<file path="src/rtl/execute_pipe.sv">
// Execute stage: single-cycle integer ALU plus an iterative multiplier.
// It has a registered output, and opcode and rd travel with the result.
//
// Handshake: a transfer happens on a side only when valid && ready are both
// high at a rising clock edge. A producer holds its payload stable while valid
// is high and ready is low. A consumer may raise or lower ready at any time.
module execute_pipe #(
    parameter int XLEN     = 32,
    parameter int IMM_W    = 20,
    parameter int OP_W     = 5,
    parameter int MUL_STEP = 4
) (
    input  logic             clk,
    input  logic             rst,
    input  logic             flush_i,
    input  logic             in_valid_i,
    output logic             in_ready_o,
    input  logic [OP_W-1:0]  opcode_i,
    input  logic [XLEN-1:0]  rs1_i,
    input  logic [XLEN-1:0]  rs2_i,
    input  logic [IMM_W-1:0] imm_i,
    input  logic [4:0]       rd_i,
    output logic             out_valid_o,
    input  logic             out_ready_i,
    output logic [OP_W-1:0]  opcode_o,
    output logic [4:0]       rd_o,
    output logic [XLEN-1:0]  alu_result_o,
    output logic             illegal_o,
    output logic [1:0]       dbg_state
);

    localparam int MUL_CYCLES = XLEN / MUL_STEP;
    localparam int CNT_W      = $clog2(MUL_CYCLES + 1);
    localparam int SH_W       = $clog2(XLEN);

    localparam logic [1:0] S_IDLE     = 2'd0;
    localparam logic [1:0] S_MUL_BUSY = 2'd1;
    localparam logic [1:0] S_MUL_DONE = 2'd2;

    localparam logic [OP_W-1:0] OP_ADDI = OP_W'(0);
    localparam logic [OP_W-1:0] OP_ADD  = OP_W'(1);
    localparam logic [OP_W-1:0] OP_SUB  = OP_W'(2);
    localparam logic [OP_W-1:0] OP_AND  = OP_W'(3);
    localparam logic [OP_W-1:0] OP_OR   = OP_W'(4);
    localparam logic [OP_W-1:0] OP_XOR  = OP_W'(5);
    localparam logic [OP_W-1:0] OP_SLL  = OP_W'(6);
    localparam logic [OP_W-1:0] OP_SRL  = OP_W'(7);
    localparam logic [OP_W-1:0] OP_SRA  = OP_W'(8);
    localparam logic [OP_W-1:0] OP_SLT  = OP_W'(9);
    localparam logic [OP_W-1:0] OP_SLTU = OP_W'(10);
    localparam logic [OP_W-1:0] OP_MUL  = OP_W'(11);

    logic [1:0]       state;
    logic [CNT_W-1:0] mul_cnt;
    logic [XLEN-1:0]  mul_acc;
    logic [XLEN-1:0]  mul_mcand;
    logic [XLEN-1:0]  mul_mplier;
    logic [4:0]       mul_rd;

    logic [XLEN-1:0]  imm_ext;
    logic [SH_W-1:0]  shamt;
    logic [XLEN-1:0]  alu_res;
    logic             alu_ill;
    logic [XLEN-1:0]  mul_partial;
    logic             out_free;
    logic             accept;
    logic             is_mul;
    logic             mul_write;

    assign imm_ext     = {{(XLEN-IMM_W){imm_i[IMM_W-1]}}, imm_i};
    assign shamt       = rs2_i[SH_W-1:0];
    assign mul_partial = mul_mcand * XLEN'(mul_mplier[MUL_STEP-1:0]);

    // The output register can take a new result when it is empty or is being drained.
    assign out_free   = !out_valid_o || out_ready_i;
    assign in_ready_o = (state == S_IDLE) && !flush_i && out_free;
    assign accept     = in_valid_i && in_ready_o;
    assign is_mul     = (opcode_i == OP_MUL);
    assign mul_write  = (state == S_MUL_DONE) && out_free && !flush_i;
    assign dbg_state  = state;

    // Single-cycle ALU. MUL yields 0 here because its result comes from the FSM.
    always_comb begin
        alu_res = '0;
        alu_ill = 1'b0;
        case (opcode_i)
            OP_ADDI: alu_res = rs1_i + imm_ext;
            OP_ADD:  alu_res = rs1_i + rs2_i;
            OP_SUB:  alu_res = rs1_i - rs2_i;
            OP_AND:  alu_res = rs1_i & rs2_i;
            OP_OR:   alu_res = rs1_i | rs2_i;
            OP_XOR:  alu_res = rs1_i ^ rs2_i;
            OP_SLL:  alu_res = rs1_i << shamt;
            OP_SRL:  alu_res = rs1_i >> shamt;
            OP_SRA:  alu_res = $unsigned($signed(rs1_i) >>> shamt);
            OP_SLT:  alu_res = {{(XLEN-1){1'b0}}, ($signed(rs1_i) < $signed(rs2_i))};
            OP_SLTU: alu_res = {{(XLEN-1){1'b0}}, (rs1_i < rs2_i)};
            OP_MUL:  alu_res = '0;
            default: alu_ill = 1'b1;
        endcase
    end

    // Multiplier FSM. Each busy cycle retires MUL_STEP multiplier bits (shift-add).
    always_ff @(posedge clk or posedge rst) begin
        if (rst) begin
            state      <= S_IDLE;
            mul_cnt    <= '0;
            mul_acc    <= '0;
            mul_mcand  <= '0;
            mul_mplier <= '0;
            mul_rd     <= '0;
        end else if (flush_i) begin
            state <= S_IDLE;
        end else begin
            case (state)
                S_IDLE: begin
                    if (accept && is_mul) begin
                        state      <= S_MUL_BUSY;
                        mul_cnt    <= CNT_W'(MUL_CYCLES);
                        mul_acc    <= '0;
                        mul_mcand  <= rs1_i;
                        mul_mplier <= rs2_i;
                        mul_rd     <= rd_i;
                    end
                end
                S_MUL_BUSY: begin
                    mul_acc    <= mul_acc + mul_partial;
                    mul_mcand  <= mul_mcand << MUL_STEP;
                    mul_mplier <= mul_mplier >> MUL_STEP;
                    mul_cnt    <= mul_cnt - CNT_W'(1);
                    if (mul_cnt == CNT_W'(1)) begin
                        state <= S_MUL_DONE;
                    end
                end
                S_MUL_DONE: begin
                    if (out_free) begin
                        state <= S_IDLE;
                    end
                end
                default: state <= S_IDLE;
            endcase
        end
    end

    // Output register. Flush drops the held result, MUL completion takes priority
    // over the ALU (they never coincide), and a consume empties the register.
    always_ff @(posedge clk or posedge rst) begin
        if (rst) begin
            out_valid_o  <= 1'b0;
            opcode_o     <= '0;
            rd_o         <= '0;
            alu_result_o <= '0;
            illegal_o    <= 1'b0;
        end else if (flush_i) begin
            out_valid_o <= 1'b0;
        end else if (mul_write) begin
            out_valid_o  <= 1'b1;
            opcode_o     <= OP_MUL;
            rd_o         <= mul_rd;
            alu_result_o <= mul_acc;
            illegal_o    <= 1'b0;
        end else if (accept && !is_mul) begin
            out_valid_o  <= 1'b1;
            opcode_o     <= opcode_i;
            rd_o         <= rd_i;
            alu_result_o <= alu_res;
            illegal_o    <= alu_ill;
        end else if (out_ready_i) begin
            out_valid_o <= 1'b0;
        end
    end

endmodule

</file>
<file path="config.mk">
export PLATFORM = sky130hd
export DESIGN_NAME = execute_pipe
export DESIGN_NICKNAME = d
export VERILOG_FILES = /design/src/rtl/execute_pipe.sv
export SDC_FILE = /design/constraint.sdc
export NUM_CORES = 1
export LEC_CHECK = 0
export ABC_CLOCK_PERIOD_IN_PS = 16100
export CAP_MARGIN = 20
export CORE_MARGIN = 4
export CORE_UTILIZATION = 35
export CTS_CLUSTER_SIZE = 28
export DETAILED_ROUTE_END_ITERATION = 10
export PLACE_DENSITY = 0.51
export SLEW_MARGIN = 20
export SYNTH_ARGS = -nofsm -noshare
export SYNTH_HDL_FRONTEND = slang
export SYNTH_SLANG_ARGS = --single-unit
</file>
<file path="constraint.sdc">
create_clock -name clk -period 16.1 [get_ports clk]
set_clock_uncertainty 0.05 [all_clocks]
set_input_delay 3.22 -clock clk [delete_from_list [all_inputs] [get_ports clk]]
set_output_delay 3.22 -clock clk [all_outputs]
set_load 0.01 [all_outputs]
</file>
### After elaboration in Yosys (flattened, before gate mapping)

Cells that the tools add are included.

| cells by class | value |
|---|---|
| shift-type cells | 3 |
| bitwise gates (word level) | 4 |
| multiply operators | 1 |
| reduce and logical (&&, ||, !) cells | 21 |
| add/sub/neg operators | 5 |
| magnitude comparators | 2 |
| equality and inequality tests | 18 |
| mux-type cells | 27 |
| divide/modulo/power cells | 0 |

Operator list:

| cell | count |
|---|---|
| $pmux W32 S11 | 1 |
| $pmux W32 S2 | 3 |
| $mux W32 | 5 |
| $add A32 B32 Y32 | 3 |
| $lt A32 B32 Y1 | 2 |
| $and A32 B32 Y32 | 1 |
| $mul A32 B4 Y32 | 1 |
| $or A32 B32 Y32 | 1 |
| $shl A32 B5 Y32 | 1 |
| $shr A32 B5 Y32 | 1 |
| $sshr A32 B5 Y32 | 1 |
| $sub A32 B32 Y32 | 1 |
| $xor A32 B32 Y32 | 1 |
| $eq A5 B3 Y1 const B | 4 |
| $eq A5 B4 Y1 const B | 4 |
| $mux W5 | 4 |
| $reduce_or A12 Y1 | 1 |
| $eq A5 B2 Y1 const B | 2 |
| $reduce_and A3 Y1 | 3 |
| $mux W2 | 4 |
| $pmux W4 S2 | 1 |
| $logic_and A1 B1 Y1 | 7 |
| $mux W1 | 7 |
| $ne A3 B3 Y1 const B | 2 |
| 17 further kinds | 20 |

| storage, ports and cells | value |
|---|---|
| input port bits | 99 |
| memories | 0 |
| output and inout port bits | 47 |
| register bits | 151 |
| memory bits (writable) | 0 |
| logic and storage cells | 92 |
| memory bits (read-only) | 0 |
| bits in latches | 0 |

### Longest topological paths before layout

Gate-level depths: netlist of run 1.

| depth | value |
|---|---|
| depth after elaboration | 8 |
| depth in mapped cells | 19 |
| depth with buffers taken out | 17 |

### Least setup slack after synthesis of run 1

OpenSTA, ideal clock, no wires.

| timing path | value |
|---|---|
| kind | in2out |
| start point | in out_ready_i |
| end point | out in_ready_o |
| arrival time | 3.609 ns |
| buffers on the path | 0 |
| slack | 9.221 ns |
| stages on the path | 2 |
| data required time | 12.830 ns |
| cells stage by stage | nand2b_1 > and3_1 |

| between the ends | value |
|---|---|
| word-level cells in the longest chain between the ends | 2 |

RTL lines:

| what | RTL line | RTL |
|---|---|---|
| from (decl) | 24 | `input logic out_ready_i,` |
| $logic_or A1 B1 Y1 | 75 | `assign out_free = !out_valid_o \|\| out_ready_i;` |
| $logic_and A1 B1 Y1 | 76 | `assign in_ready_o = (state == S_IDLE) && !flush_i && out_free;` |
| to (decl) | 17 | `output logic in_ready_o,` |

No other way between the ends.

### Worst setup path after layout of run 1

| timing path | value |
|---|---|
| start point | in opcode_i[3] |
| end point | reg alu_result_o[30] |

| between the ends | value |
|---|---|
| word-level cells in the longest chain between the ends | 5 |
| elaborated cells between the ends (all ways) | 19 |
| those cells by class | eq/ne (11); mux (3); reduce/logical (5) |

RTL lines:

| what | RTL line | RTL |
|---|---|---|
| from (decl) | 18 | `input logic [OP_W-1:0] opcode_i,` |
| parallel branches: the longest is 5 deep, another holds $pmux W32 S11 | - |  |
| to (signal assigned) | 160 | `alu_result_o <= mul_acc;` |
| to (signal assigned) | 166 | `alu_result_o <= alu_res;` |
| to (decl) | 27 | `output logic [XLEN-1:0] alu_result_o,` |

Parallel ways; which one is timed is not known. The select of a mux whose other input is x is not followed.
A chain may end at the register's enable or synchronous reset.

==> flow_summary.toml, run 1 <==
[detailed_routing]
drt_iter0_markers = 2170
ant_nets = 0
wl_mm = 88.8
drc_errors = 0
dr.pass1.iters = 6
wl_per_cell_um = 26.3
vias = 19900
via_per_inst = 5.90

[clock_network]
root_buffer = "clkbuf_16"
post_cts_buffers = 0
clkLatencyLatePin_ns = 0.51
cts_buffers = 17
cts_hold_buf = 0
cts_max_path_buffers = 2
h-tree-depth = 4
cts_tree = "yes"
cts_resized = 0
clk_pin_slew_ns = 0.08
cts_num_sinks = 151

[logic_synthesis]
synth_cell_types = 84
ys_top_cells_by_area = "dfrtp_1 19%, ha_1 10%, fa_1 8.7%"
synth_edf_count = 0
ys.flop_type = "dfrtp_1"
synthCells = 2557
netlist_top_cells_count = "282 x inv_1, 226 x nor2_1, 212 x nand2_1"
synth.top_cell.area_share = 0.187
yosysMostFrequentCell = "inv_1"
syn_nets = 2909
synthesis.area_um2 = 20200
async_reset_ff_frac = 1.00
ys_seq_area_frac = 0.187
ys_warn_count = 0
avgSynthCellArea_um2 = 7.90
yosysTopAreaCell = "dfrtp_1"
ys_seq_elements = 151

[place]
place_hpwl_mm = 67.8
placed_area_um2 = 22300
io_buffers = 145
gp_congestion = 0.992

[sta]
period_share = 0.500
hold_violations = 0
final_max_slew_viol_count = 0
fin_crit_ns = 8.04
slew-limit-headroom = 0.192
grt_setup_unrepaired = "false"
fmax_mhz = 124
tns_ns = 0
tightest_slew_ns = 1.20
setup_viol_count_final = 0

[power_and_ir_drop]
clkPwrFrac = 0.289
power_mw = 1.56
power_density_nw_per_um2 = 67.8
p_int_uw = 893
switching_share = 0.427
comb_power_share = 0.397
p_leak_nw = 10.5
ir_drop_mv = 0.0882
p_seq_frac = 0.314
p_switching_uw = 665

[finish]
area_growth_pct = 13.7
multi_input_area_um2 = 14700
fill_cells = 5913
num_antenna_cells = 0
drive_above_1_share = 0.0684
seqCellArea_um2 = 3780
fin_area_um2 = 23000
nNetsFinal = 2957

[critical_path]
worstPathArrival_ns = 8.37
r2r_start = "mul_mplier[1]"
cp.required_ns = 16.43
cpMostUsedCell = "nand2_1"
reg2reg_to = "mul_acc[28]"
worstSetupPathType = "in -> reg"
cp_max_fo = 39
r2r_slack_ns = 10.56
crit_path_end = "alu_result_o[30]"
crit_path_cell_trace = "clkdlybuf4s50_1 -> nor4_2 -> buf_4 -> nand2_1 -> buf_4 -> nand2_1 -> o21ai_0 -> ha_1 -> inv_1 -> fa_1 -> nor2b_1 -> o31a_1 -> o31ai_1 -> a21oi_1 -> o211ai_1 -> nand2_1 -> a221oi_1 -> mux2i_1 -> nand3_1"
slowest_stage = "clkdlybuf4s50_1"
slowest_delay_ns = 0.72
critPathLaunchType = "input pin"
rr_worst_depth = 15
critPathCaptureType = "register"
crit_start = "opcode_i[3]"

[floorplan]
rows = 87
ios = 146
initial_core_util = 0.356
die_area_um2 = 61600
die_h_um = 248
core_area_um2 = 56800
die_w_um = 248

[flow_run]
maxCapViolCount = 0

[worst_hold_path]
hold_path.class = "reg -> reg"

[grt]
globalRouteTotalUtil = 0.286
antenna_found_initial = 1
grt_pass1_vias = 19600
grt-ovfl-total = 0
grt_pass1_wl_mm = 131
grt_start_max_net_pins = 84

[outcome]
status = "completed"
how the worst min path moves through the flow:
stage	startpoint	endpoint	slack (ns)	cells past startpoint
finish	mul_mplier[15]	mul_mplier[15]	0.43	2
global route	mul_mplier[12]	mul_mplier[12]	0.46	2
CTS	mul_mplier[15]	mul_mplier[15]	0.44	2
detailed placement	mul_mplier[15]	mul_mplier[15]	0.42	2
global placement	mul_acc[28]	mul_acc[28]	0.41	2
floorplan	mul_acc[27]	mul_acc[27]	0.40	2
placed cells by master, fill, tap and decap left out, types with 36 or more instances in the layout:
cell             Yosys  layout
inv_1              282     281
nor2_1             226     225
nand2_1            212     212
o21ai_0            199     198
a21oi_1            189     189
ha_1               165     165
dfrtp_1            151     151
clkdlybuf4s50_1      0     141
and2_1             119     119
fa_1                88      88
mux2i_1             56      56
buf_4                2      52
xnor2_1             50      50
a21o_1              42      42
a211oi_1            36      36
a22oi_1             36      36
critical path, delay by kind of cell:
kind,cells,cell delay (ns)
buf+inv,4,1.55
mux,1,0.25
compound gates,6,1.87
simple gates,6,0.97
fa+ha+maj,2,0.45
sequential cells by signal, indices dropped and copies added (netlist names):
name / flops
mul_cnt: 4
mul_acc: 32
alu_result_o: 32
illegal_o: 1
mul_rd: 5
rd_o: 5
mul_mplier: 32
out_valid_o: 1
mul_mcand: 32
opcode_o: 5
dbg_state: 2
stage by stage:
step / cells / util / setup WS (ns) / hold WS, ns
CTS: 3374 / 0.404 / 8.12 / 0.439
global route: 3374 / 0.404 / 7.93 / 0.459
floorplan: 2557 / - / 8.77 / 0.400
finish: 3374 / 0.404 / 8.06 / 0.434
detailed placement: 3342 / 0.393 / 7.67 / 0.420
global placement: 3342 / 0.393 / 7.79 / 0.414
kinds of logic (layout without fill, tap and decap cells):
| kind of cell | Yosys count | count (layout) | synth area share |
|---|---|---|---|
| muxes | 120 | 120 | 0.0807 |
| xor gates and xnor gates | 76 | 76 | 0.0329 |
| adders and majority gates | 253 | 253 | 0.189 |
| and+or+nand+nor | 742 | 742 | 0.173 |
| DFF | 151 | 151 | 0.187 |
| buffers and inverters | 451 | 512 | 0.0863 |
| AOI/OAI and AO/OA | 764 | 764 | 0.250 |
power groups by stage:
stage	clock network (mW)	logic (mW)	registers, mW
2_1_floorplan	0	0.410	0.460
3_3_place_gp	0	0.604	0.494
3_5_place_dp	0	0.609	0.495
4_1_cts	0.462	0.611	0.488
5_1_grt	0.473	0.679	0.496
6_report	0.450	0.619	0.488
layer usage:
metal | track usage | share of wire | vias to the layer above
met4 | 0.0934 | 0.033 | 0
met1 | 0.394 | 0.44 | 9807
li1 | - | - | 9098
met3 | 0.0561 | 0.077 | 144
met2 | 0.453 | 0.45 | 859
met5 | 0 | 0 | -
layout make-up:
cell class,count,area share
Clock buffer,17,0.0185
Sequential cell,151,0.165
Inverter,284,0.0466
Timing Repair Buffer,196,0.0791
Multi-Input combinational cell,1955,0.641
Clock inverter,15,0.00855
Tap cell,756,0.0412
(Power assumes the default switching activity.)
==> run 2, diff against run 1 <==
ABC_CLOCK_PERIOD_IN_PS = 6600   (was 16100)
PLACE_DENSITY = 0.53   (was 0.51)
clock period = 6.6 ns   (was 16.1 ns; I/O delays follow)
==> run 2 against run 1 <==
Clock power up 140%. Total power up 140%. Clock-buffer cell count unchanged. Routed wire length up 2.0%. Worst hold slack better by 0.0026 ns. First-iteration DRC count up 3.3%. Global-route usage up 0.57 points. Critical path depth down 3. Critical path type is now reg -> reg. Critical endpoint is now mul_acc[31].
==> flow_summary.toml, run 2 (synthesis results as in run 1) <==
[power_and_ir_drop]
p_leak_nw = 10.6
power_density_nw_per_um2 = 165
ir_drop_mv = 0.195

[detailed_routing]
wl_per_cell_um = 26.7
dr.pass1.iters = 6
wl_mm = 90.6
drc_errors = 0
via_per_inst = 5.97
ant_nets = 0
drt_iter0_markers = 2241
vias = 20200

[grt]
grt_pass1_wl_mm = 132
antenna_found_initial = 3
grt-ovfl-total = 0
grt_pass1_vias = 19700
globalRouteTotalUtil = 0.292
grt_start_max_net_pins = 81

[clock_network]
cts_hold_buf = 0
cts_resized = 0
cts_max_path_buffers = 2
clkLatencyLatePin_ns = 0.50
cts_num_sinks = 151
h-tree-depth = 4
cts_tree = "yes"
root_buffer = "clkbuf_16"
clk_pin_slew_ns = 0.08
cts_buffers = 17
post_cts_buffers = 0

[sta]
fmax_mhz = 185
tightest_slew_ns = 1.10
fin_crit_ns = 5.40
period_share = 0.818
slew-limit-headroom = 0.267
setup_viol_count_final = 0
grt_setup_unrepaired = "false"
hold_violations = 0
tns_ns = 0
final_max_slew_viol_count = 0

[place]
io_buffers = 145
placed_area_um2 = 22500
dp.cells = 3359
place_hpwl_mm = 70.1
gp_congestion = 0.979

[critical_path]
worstPathArrival_ns = 5.75
r2r_start = "mul_mplier[2]"
critPathCaptureType = "register"
critPathLaunchType = "register"
crit_start = "mul_mplier[2]"
cp.required_ns = 6.95
worstSetupPathType = "reg -> reg"
cp_max_fo = 31

[worst_hold_path]
min-delay-start = "mul_mplier[4]"
hold_path.class = "reg -> reg"

[finish]
final_cell_mix = "281 x inv_1, 225 x nor2_1, 212 x nand2_1"
nNetsFinal = 2974
final_cells = 3392
layout_commonest_cell = "inv_1"
fin_area_um2 = 23100
drive_above_1_share = 0.0744
area_growth_pct = 14.4
fill_cells = 5885

[flow_run]
maxCapViolCount = 0

[floorplan]
die_area_um2 = 61600
die_h_um = 248
initial_core_util = 0.356
rows = 87
die_w_um = 248
core_area_um2 = 56800
ios = 146

[outcome]
status = "completed"
run 2: changes by cell type in the layout (fill, tap and decap cells not counted), sizes merged:
cell    previous run  this run
buf               55        72
clkinv             4         8
inv              293       290
bufinv             1         0
diode              0         1
run 2: path summary, 6_finish.rpt:
path                                   to  slack (ns)  cells past startpoint
hold / removal              mul_mplier[4]        0.44                      2
max in group asynchronous  mul_mplier[27]        4.28                      3
setup / recovery              mul_acc[31]        1.20                     16
min in group asynchronous      mul_acc[7]        1.26                      2
setup reg to reg              mul_acc[31]        1.20                     16
hold reg to reg             mul_mplier[4]        0.44                      2
run 2: metal layers:
layer	GRT usage	wire length (um)
met1	0.400	39200
met2	0.458	40600
met3	0.0487	6980
met4	0.124	3760
met5	0	54
run 2: where the power goes:
part | switching [mW] | internal [mW] | total [mW] | leakage (nW)
combinational | 0.921 | 0.606 | 1.53 | 8.29
clock | 0.583 | 0.519 | 1.10 | 0.298
sequential | 0.152 | 1.03 | 1.18 | 2.03
total | 1.66 | 2.15 | 3.81 | 10.6
run 2: critical path, cell delays in order, from the launching register on:
cell	delay (ns)
dfrtp_1	0.96
and2_1	0.26
fa_1	0.44
fa_1	0.49
inv_1	0.05
fa_1	0.47
inv_1	0.04
ha_1	0.32
a21oi_1	0.23
nand2_1	0.07
o21ai_0	0.38
a211oi_1	0.27
o32a_1	0.43
a221oi_2	0.32
nor2_1	0.11
mux2i_1	0.13
a221o_1	0.25
run 2: per-stage QoR:
stage                util  worst slack (ns)  hold WS, ns  total power [mW]
CTS                 0.407              1.15        0.441              3.83
finish              0.407              1.20        0.436              3.81
detailed placement  0.396             0.888        0.422              2.70
global route        0.407             0.898        0.470              4.02
floorplan               -              1.17        0.400              2.12
global placement    0.396             0.872        0.413              2.69
run 2: layout make-up:
type / count / area [um2] / share of cell area
multi-input cells: 1955 / 14700 / 0.637
clock buffers: 17 / 425 / 0.0184
well taps: 756 / 946 / 0.0409
diodes: 1 / 2.50 / 0.000108
repair buffers: 213 / 1960 / 0.0847
clock inverters: 15 / 200 / 0.00866
inverters: 284 / 1070 / 0.0463
flip-flops and latches: 151 / 3780 / 0.163
